File: config.mk
export PLATFORM = sky130hd
export DESIGN_NAME = exgcd_sched
export DESIGN_NICKNAME = d
export VERILOG_FILES = /design/src/rtl/exgcd_pkg.sv /design/src/rtl/exgcd_sched_rr_arbiter.sv /design/src/rtl/exgcd_sched.sv
export SDC_FILE = /design/constraint.sdc
export NUM_CORES = 1
export LEC_CHECK = 0
export CELL_PAD_IN_SITES_DETAIL_PLACEMENT = 1
export CELL_PAD_IN_SITES_GLOBAL_PLACEMENT = 2
export CORE_UTILIZATION = 23
export DETAILED_ROUTE_END_ITERATION = 8
export HOLD_SLACK_MARGIN = 0.12
export PLACE_DENSITY_LB_ADDON = 0.1
export SYNTH_ARGS = -nofsm -noshare
export SYNTH_HDL_FRONTEND = slang
export SYNTH_SLANG_ARGS = --single-unit
File: constraint.sdc
create_clock -name clk -period 4 [get_ports clk]
set_input_delay 0.4 -clock clk [delete_from_list [all_inputs] [get_ports clk]]
set_output_delay 0.4 -clock clk [all_outputs]
set_load 0.03 [all_outputs]
File: src/rtl/exgcd_pkg.sv
// Shared types and constants for the extended-GCD request scheduler.
package exgcd_pkg;

  localparam int EXGCD_W = 8;

  typedef enum logic [1:0] {
    ARB   = 2'd0,
    ISSUE = 2'd1,
    WAIT  = 2'd2,
    RESP  = 2'd3
  } state_t;

  localparam logic [1:0] ERR_OK      = 2'b00;
  localparam logic [1:0] ERR_ZERO    = 2'b01;
  localparam logic [1:0] ERR_TIMEOUT = 2'b10;
  localparam logic [1:0] ERR_NOINV   = 2'b11;

endpackage

File: src/rtl/exgcd_sched_rr_arbiter.sv
// Combinational round-robin pick: first requester after last_grant, wrapping modulo NREQ.
module rr_arbiter #(
  parameter int NREQ = 4
) (
  input  logic [NREQ-1:0]         req,
  input  logic [$clog2(NREQ)-1:0] last_grant,
  output logic [NREQ-1:0]         grant,
  output logic [$clog2(NREQ)-1:0] grant_idx
);

  localparam int IW = $clog2(NREQ);

  function automatic logic [IW-1:0] wrap_idx(input logic [IW-1:0] base, input int step);
    return IW'((int'(base) + step) % NREQ);
  endfunction

  // Walk from the farthest candidate to the nearest so the nearest requester wins.
  always_comb begin
    grant     = '0;
    grant_idx = '0;
    for (int k = NREQ; k >= 1; k--) begin
      if (req[wrap_idx(last_grant, k)]) begin
        grant                           = '0;
        grant[wrap_idx(last_grant, k)]  = 1'b1;
        grant_idx                       = wrap_idx(last_grant, k);
      end
    end
  end

endmodule

File: src/rtl/exgcd_sched.sv
// Round-robin scheduler/sequencer for the shared extended-GCD engine.
// Optional watchdog abort is built when EXGCD_SCHED_TIMEOUT_EN is defined.
module exgcd_sched
  import exgcd_pkg::*;
#(
  parameter int NREQ    = 4,
  parameter int TIMEOUT = 64
) (
  input  logic                    clk,
  input  logic                    rst_n,
  input  logic [NREQ-1:0]         req_valid,
  output logic [NREQ-1:0]         req_ready,
  input  logic [EXGCD_W*NREQ-1:0] req_a,
  input  logic [EXGCD_W*NREQ-1:0] req_b,
  output logic                    eng_start,
  output logic [EXGCD_W-1:0]      eng_a,
  output logic [EXGCD_W-1:0]      eng_b,
  output logic                    eng_abort,
  input  logic                    eng_done,
  input  logic [EXGCD_W-1:0]      eng_gcd,
  input  logic [EXGCD_W-1:0]      eng_inv,
  output logic                    rsp_valid,
  input  logic                    rsp_ready,
  output logic [2:0]              rsp_id,
  output logic [EXGCD_W-1:0]      rsp_gcd,
  output logic [EXGCD_W-1:0]      rsp_inv,
  output logic [1:0]              rsp_err
);

  localparam int IW = $clog2(NREQ);

  state_t             state, next_state;
  logic               arb_en;
  logic [IW-1:0]      last_grant;
  logic [IW-1:0]      grant_idx;
  logic [NREQ-1:0]    grant;
  logic               accept;
  logic               zero_op;
  logic               timeout_hit;
  logic [EXGCD_W-1:0] sel_a, sel_b;

  rr_arbiter #(.NREQ(NREQ)) u_arb (
    .req        (req_valid),
    .last_grant (last_grant),
    .grant      (grant),
    .grant_idx  (grant_idx)
  );

  assign sel_a   = req_a[EXGCD_W*int'(grant_idx) +: EXGCD_W];
  assign sel_b   = req_b[EXGCD_W*int'(grant_idx) +: EXGCD_W];
  assign zero_op = (sel_a == '0) || (sel_b == '0);
  // arb_en keeps req_ready low while in reset and on the first cycle out of it.
  assign accept  = (state == ARB) && arb_en && (|req_valid);

`ifdef EXGCD_SCHED_TIMEOUT_EN
  logic [7:0] wdog;

  // eng_done on the terminal cycle takes priority over the abort.
  assign timeout_hit = (state == WAIT) && !eng_done && (wdog == 8'(TIMEOUT - 1));

  always_ff @(posedge clk or negedge rst_n) begin
    if (!rst_n)               wdog <= '0;
    else if (state == ISSUE)  wdog <= '0;
    else if (state == WAIT)   wdog <= wdog + 8'd1;
  end
`else
  assign timeout_hit = 1'b0;
`endif

  always_ff @(posedge clk or negedge rst_n) begin
    if (!rst_n) state <= ARB;
    else        state <= next_state;
  end

  always_comb begin
    next_state = state;
    case (state)
      ARB:     if (accept) next_state = zero_op ? RESP : ISSUE;
      ISSUE:   next_state = WAIT;
      WAIT:    if (eng_done || timeout_hit) next_state = RESP;
      RESP:    if (rsp_ready) next_state = ARB;
      default: next_state = ARB;
    endcase
  end

  always_comb begin
    req_ready = '0;
    eng_start = 1'b0;
    eng_abort = 1'b0;
    rsp_valid = 1'b0;
    case (state)
      ARB:     if (arb_en) req_ready = grant;
      ISSUE:   eng_start = 1'b1;
      WAIT:    eng_abort = timeout_hit;
      RESP:    rsp_valid = 1'b1;
      default: ;
    endcase
  end

  always_ff @(posedge clk or negedge rst_n) begin
    if (!rst_n) begin
      arb_en     <= 1'b0;
      last_grant <= IW'(NREQ - 1);
      eng_a      <= '0;
      eng_b      <= '0;
      rsp_id     <= '0;
      rsp_gcd    <= '0;
      rsp_inv    <= '0;
      rsp_err    <= ERR_OK;
    end else begin
      arb_en <= (next_state == ARB);
      if (accept) begin
        last_grant <= grant_idx;
        eng_a      <= sel_a;
        eng_b      <= sel_b;
        rsp_id     <= 3'(grant_idx);
        if (zero_op) begin
          rsp_gcd <= '0;
          rsp_inv <= '0;
          rsp_err <= ERR_ZERO;
        end
      end
      if (state == WAIT && eng_done) begin
        rsp_gcd <= eng_gcd;
        rsp_inv <= eng_inv;
        rsp_err <= (eng_gcd == EXGCD_W'(1)) ? ERR_OK : ERR_NOINV;
      end else if (timeout_hit) begin
        rsp_gcd <= '0;
        rsp_inv <= '0;
        rsp_err <= ERR_TIMEOUT;
      end
    end
  end

endmodule
# After elaboration in Yosys (flattened, before gate mapping)
# Cells that the tools add are included.
# totals
ff_bits,41
latchBits,0
ram_bits,0
rom_bits,0
input_bits,88
out_inout_bits,44
mem_count,0
# classes
addsub,4
mul,0
div,0
n_lt_le_gt_ge,8
eq_ne,4
n_shift,2
n_mux,41
bitwise,0
n_reduce_logical,16
# ops
cell,count
32-bit by 6-bit variable part select with 8-bit output,2
8-bit 2-to-1 mux,4
2-bit 2-to-1 mux,12
4-bit 2-to-1 mux,6
8-bit logical NOT,2
2-bit by 3-bit < comparator with 1-bit output (second input constant),4
1-bit 2-to-1 mux,10
1-bit binary-select mux with 2-bit select,4
1-bit demux with 2-bit select,4
8-bit by 1-bit == test with 1-bit output (second input constant),1
2-bit by 1-bit greater-or-equal comparator with 1-bit output (second input constant),4
2-bit case mux with 4 select lines,1
1-bit logical AND,7
2-bit by 1-bit adder with 2-bit output (second input constant),2
2-bit adder (second input constant),2
2-bit == test (second input constant),2
2-bit logical NOT,2
2-bit nonzero test,2
4-bit OR reduction,1
2-bit by 1-bit == test with 1-bit output (second input constant),1
2-bit AND reduction,1
1-bit logical OR,1

# Depth between registers and ports, before layout
# Gate-level depths: netlist of run 1.
# depth
depth_word,14
ltp_mapped,15

# Cells and area by module
# From an unflattened synthesis of run 1, not the netlist that was laid out.
# unflattened
cells_unflattened,256
area_unflattened_um2,2792.7
# modules_own_cells
module,instances,cells_each,area_each_um2,seq_area_each_um2
exgcd_sched,1,194,2269.7,1028.5
rr_arbiter,1,62,523.0,0.0

# Worst setup path before layout of run 1
# No wires, ideal clock.
# synth_path
path_type,register -> register
start,register last_grant[1]
end,register rsp_gcd[0]
setup_time_ns,0.118
arrival_time_ns,3.298
required_time_ns,3.882
path_slack_ns,0.584
stages_incl_launch_ff,15
path_buffers,3
period_less_slack_ns,3.416
path_cell_list,dfstp_2 > buf_4 > inv_1 > ha_1 > buf_2 > mux2i_1 > nor2_1 > a311o_2 > nor2_8 > mux2i_1 > mux2i_1 > a2111oi_2 > o21a_4 > buf_8 > o21ai_2
# synth_via
elab_chain_cells,12
elab_cells_between_ends,23
classes_between,4 x add/sub; 2 x shift; 12 x mux; 5 x reduce/logical
# synth_lines
item,line_no,rtl
"start, declared",exgcd_sched.sv:34,logic [IW-1:0] last_grant;
"start signal, assigned",exgcd_sched.sv:103,last_grant <= IW'(NREQ - 1);
"start signal, assigned",exgcd_sched.sv:113,last_grant <= grant_idx;
2-bit by 1-bit adder with 2-bit output,exgcd_sched_rr_arbiter.sv:14,return IW'((int'(base) + step) % NREQ);
1-bit binary-select mux with 2-bit select,exgcd_sched_rr_arbiter.sv:22,"if (req[wrap_idx(last_grant, k)]) begin"
1-bit 2-to-1 mux (implied by the code),exgcd_sched_rr_arbiter.sv:22,
2-bit 2-to-1 mux (3 in a row),exgcd_sched_rr_arbiter.sv:22,
2-bit 2-to-1 mux (*),exgcd_sched_rr_arbiter.sv:22,
32-bit by 6-bit variable part select with 8-bit output (on tied branches),"exgcd_sched.sv:49, exgcd_sched.sv:50",
8-bit logical NOT,exgcd_sched.sv:51,assign zero_op = (sel_a == '0) || (sel_b == '0);
1-bit logical OR (*),exgcd_sched.sv:51,
2-bit nonzero test (no source line) (*),--,
2-bit AND reduction (no source line) (*),--,
"end signal, assigned",exgcd_sched.sv:124,rsp_gcd <= eng_gcd;
"end, declared",exgcd_sched.sv:25,"output logic [EXGCD_W-1:0] rsp_gcd,"
# Every way passes the cells marked *; elsewhere a longest branch is shown, timed or not. The select of a mux whose other input is x is not followed.
# A chain may end at the register's enable or synchronous reset.

# Final worst setup path of run 1
# layout_path
start,register last_grant[1]
end,output req_ready[0]
# layout_via
elab_chain_cells,11
elab_cells_between_ends,38
classes_between,4 x add/sub; 8 x order compare; 22 x mux; 4 x reduce/logical
# layout_lines
item,line_no,rtl
2-bit by 1-bit adder with 2-bit output,exgcd_sched_rr_arbiter.sv:14,
2-bit by 3-bit < comparator with 1-bit output (implied by the code) or 2-bit by 1-bit greater-or-equal comparator with 1-bit output (tied branches),exgcd_sched_rr_arbiter.sv:24,"grant[wrap_idx(last_grant, k)] = 1'b1;"
1-bit logical AND (implied by the code),exgcd_sched_rr_arbiter.sv:24,
1-bit 2-to-1 mux (implied by the code),exgcd_sched_rr_arbiter.sv:24,
1-bit demux with 2-bit select,--,
4-bit 2-to-1 mux (3 in a row),exgcd_sched_rr_arbiter.sv:22,
4-bit 2-to-1 mux (*),exgcd_sched_rr_arbiter.sv:22,
4-bit 2-to-1 mux (*),exgcd_sched.sv:92,ARB: if (arb_en) req_ready = grant;
4-bit 2-to-1 mux (*),exgcd_sched.sv:91,case (state)
"end, declared",exgcd_sched.sv:12,"output logic [NREQ-1:0] req_ready,"
# Marked as above.

==> results of run 1 <==
-- metrics by stage --
step / setup WS, ps / instances
floorplan: 583.9 / 354
global placement: 418.0 / 638
detailed placement: 268.9 / 638
CTS: 25.58 / 646
global route: 36.91 / 646
finish: 245.7 / 646
-- area by class of cell --
type | count | area, sq um
multi-input combinational | 286 | 1737
tap | 168 | 210.2
sequential | 41 | 1028
timing repair buffer | 139 | 1374
clock buffer | 5 | 125.1
inverter | 4 | 15.01
fill | 1460 | 7655
clock inverter | 3 | 17.52
-- Yosys cell counts, drive strengths merged, types with 7 or more instances --
library cell / count
a21oi: 10
and3: 9
buf: 14
clkbuf: 9
dfrtp: 39
ha: 8
mux2: 7
mux2i: 19
nand2: 82
nand3: 19
nor2: 42
o21ai: 43
o41ai: 8
-- worst register-to-register path: cells and delay by family (launching register included) --
kind            cells  cell delay (ps)
mux                 3              670
compound gates      4             1370
buf+inv             1              100
simple gates        2              460
flops               1              520
fa+ha+maj           1              460
-- cell usage in the layout (no fill, tap or decap), types with 9 or more instances in the layout --
| cell type | synthesis | final |
|---|---|---|
| and3_1 | 9 | 9 |
| nor2_1 | 41 | 41 |
| mux2i_1 | 19 | 19 |
| buf_4 | 5 | 9 |
| o21ai_2 | 10 | 10 |
| clkdlybuf4s50_1 | 0 | 128 |
| a21oi_1 | 10 | 10 |
| nand2_1 | 82 | 82 |
| o21ai_0 | 25 | 25 |
| dfrtp_1 | 39 | 39 |
| nand3_1 | 19 | 19 |
-- final timing paths --
path | end | cells after the start
setup / recovery | req_ready[0] | 9
hold / removal | rsp_gcd[7] | 1
setup reg to reg | rsp_gcd[7] | 11
hold reg to reg | eng_b[3] | 2
max in group asynchronous | rsp_gcd[6] | 1
min in group clk | eng_b[3] | 2
-- flip-flops by register name (all words and copies together), names as in the netlist --
register	flops
last_grant	2
state	2
arb_en	1
rsp_id	2
eng_b	8
rsp_gcd	8
rsp_err	2
eng_a	8
rsp_inv	8
-- routing by layer --
layer / wire length (microns) / part of all wire [%]
met5: 0 / 0
met4: 85 / 0.85
met3: 757 / 7.5
met2: 4528 / 45
met1: 4662 / 46
-- power groups by stage --
stage          Clock (mW)  Sequential [mW]  Combinational [mW]
2_1_floorplan           0             1.08                1.33
3_3_place_gp            0            0.737                2.52
3_5_place_dp            0            0.745                2.55
4_1_cts             0.412            0.739                2.56
5_1_grt             0.431            0.761                2.78
6_report            0.397            0.733                2.53
-- timing repair --
item	in CTS	in global routing
gates resized for setup	0	1
setup endpoints to repair	0	4
setup buffers	0	0
-- cell families after synthesis --
kind of cell             count (synthesis)  share of synthesized area [%]
AO/OA/AOI/OAI                           87                          21.16
adder cells (fa/ha/maj)                  8                          3.441
buffers and inverters                   27                          5.247
flip-flops                              41                          35.35
multiplexers                            27                          10.15
other                                    1                         0.1289
AND/OR/NAND/NOR                        162                          24.52
==> out/results.ini, run 1 <==
[placed_design]
post_dp_cell_area_sq_um = 4359
hpwlAfterDp_microns = 7865
gp_congestion = 0.8215
port_buffers = 129

[worst_setup_path]
cp_top_family = buffers and inverters
start_kind = register
slowest_stage = clkdlybuf4s50_1
cp-startpoint = last_grant[1]
crit_fanout = 8
crit_arrival_ps = 3350
slowest_delay_ps = 680
rrSetupSlack_ps = 310
cp-end-kind = output pin
path_buf_inv = 2
crit_type = register to output pin
rr_startpoint = last_grant[1]
critical_path_required_ps = 3600
path_cells = inv_1 -> ha_1 -> mux4_2 -> a211oi_2 -> a22oi_1 -> a21oi_1 -> mux2i_1 -> nor2_1 -> clkdlybuf4s50_1

[power_and_ir_drop]
ir_drop_uv = 294.7
p_int_mw = 1.891
p_clk_share_pct = 10.9
p_per_area_nw_per_um2 = 811.1
combPwrFrac_pct = 69.1
p_sw_mw = 1.765
design_power_total_mw = 3.655
p_seq_share_pct = 20.1
leakagePower_nw = 1.898
switching_share_pct = 48.28

[layout]
layout-drive-gt1-share_pct = 9.623
fin_util_pct = 37.06
nNetsFinal = 573
syn2layout_area_growth_pct = 54.92
num_antenna_cells = 0
post-route-cell-area_sq_um = 4507

[synth]
synth_area_per_cell_sq_um = 8.241
ys.flop_type = dfrtp_1
ys_async_sr_fraction_pct = 100.0
synthTopCellsByArea = dfrtp_1 (34%), nand2_1 (11%), mux2i_1 (6.5%)
synth_top_area_share_pct = 33.55
yosysTopAreaCell = dfrtp_1
synth.distinct_cells = 50
postSynthCellCount = 353
synth-edff-count = 0
yosysWarningCount = 0
syn_area_sq_um = 2909
ys_seq_area_share_pct = 35.35
synth-seq-cells = 41

[die]
dieArea_sq_um = 13100
die_h_microns = 114.5
ios = 132
start_util_pct = 23.92
design.core.area_sq_um = 12160
fp.dieW_microns = 114.5
placement_rows = 40

[sta]
period_minus_slack_ps = 3754
skew_ps = 6.044
hold_slack_ps = 263.2
maxSlewHeadroom_pct = 34.91
worstMarginPinSlew_ps = 976.3
rsz0062_at_grt = false
period_share_pct = 93.86
hold_viol = 0
maxSlewViolCount = 0
max_freq_mhz = 266.4
fin_setup_tns_ps = 0
setup_violations = 0

[clock_tree]
cts_made_buffers = 5
htreeDepth = 2
clockBufferDepth = 2
clk_latency_ps = 280
path_clk_slew_ps = 60
cts_tree = built
postCtsHoldBufs = 0
clock-root-buffer = clkbuf_16
clock-sinks = 41

[grt]
grt_max_degree = 42
use_met2_pct = 26.10
grt_pass1_vias = 3103
top_usage_layer = met2
grt_pass1_wl_microns = 16160
overflow = 0
antenna_found_initial = 0
grtUsageMet3_pct = 4.129
grt.total_usage_pct = 15.81
use_met1_pct = 20.81

[flow_run]
cap_violations = 0

[detailed_routing]
wire_per_inst_microns = 15.53
vias = 3007
drc = 0
via_per_inst = 4.655
dr.pass1.iters = 4
wl_microns = 10030
postRouteAntennaNets = 0
drt_iter0_markers = 109

[outcome]
outcome = complete, no violations

[hold_path]
hold_path_class = primary input to asynchronous set/reset pin

No activity file was read; power rests on OpenSTA's default activity.
==> run 2: changes to the inputs <==
--- a/config.mk
+++ b/config.mk
@@ -5,9 +5,12 @@
 export SDC_FILE = /design/constraint.sdc
 export NUM_CORES = 1
 export LEC_CHECK = 0
+export CAP_MARGIN = 10
 export CELL_PAD_IN_SITES_DETAIL_PLACEMENT = 1
 export CELL_PAD_IN_SITES_GLOBAL_PLACEMENT = 2
 export CORE_UTILIZATION = 23
+export CTS_CLUSTER_DIAMETER = 120
+export CTS_CLUSTER_SIZE = 28
 export DETAILED_ROUTE_END_ITERATION = 8
 export HOLD_SLACK_MARGIN = 0.12
 export PLACE_DENSITY_LB_ADDON = 0.1
==> results of run 2 <==
Final layout, timing and power as in run 1 (identical DEF).
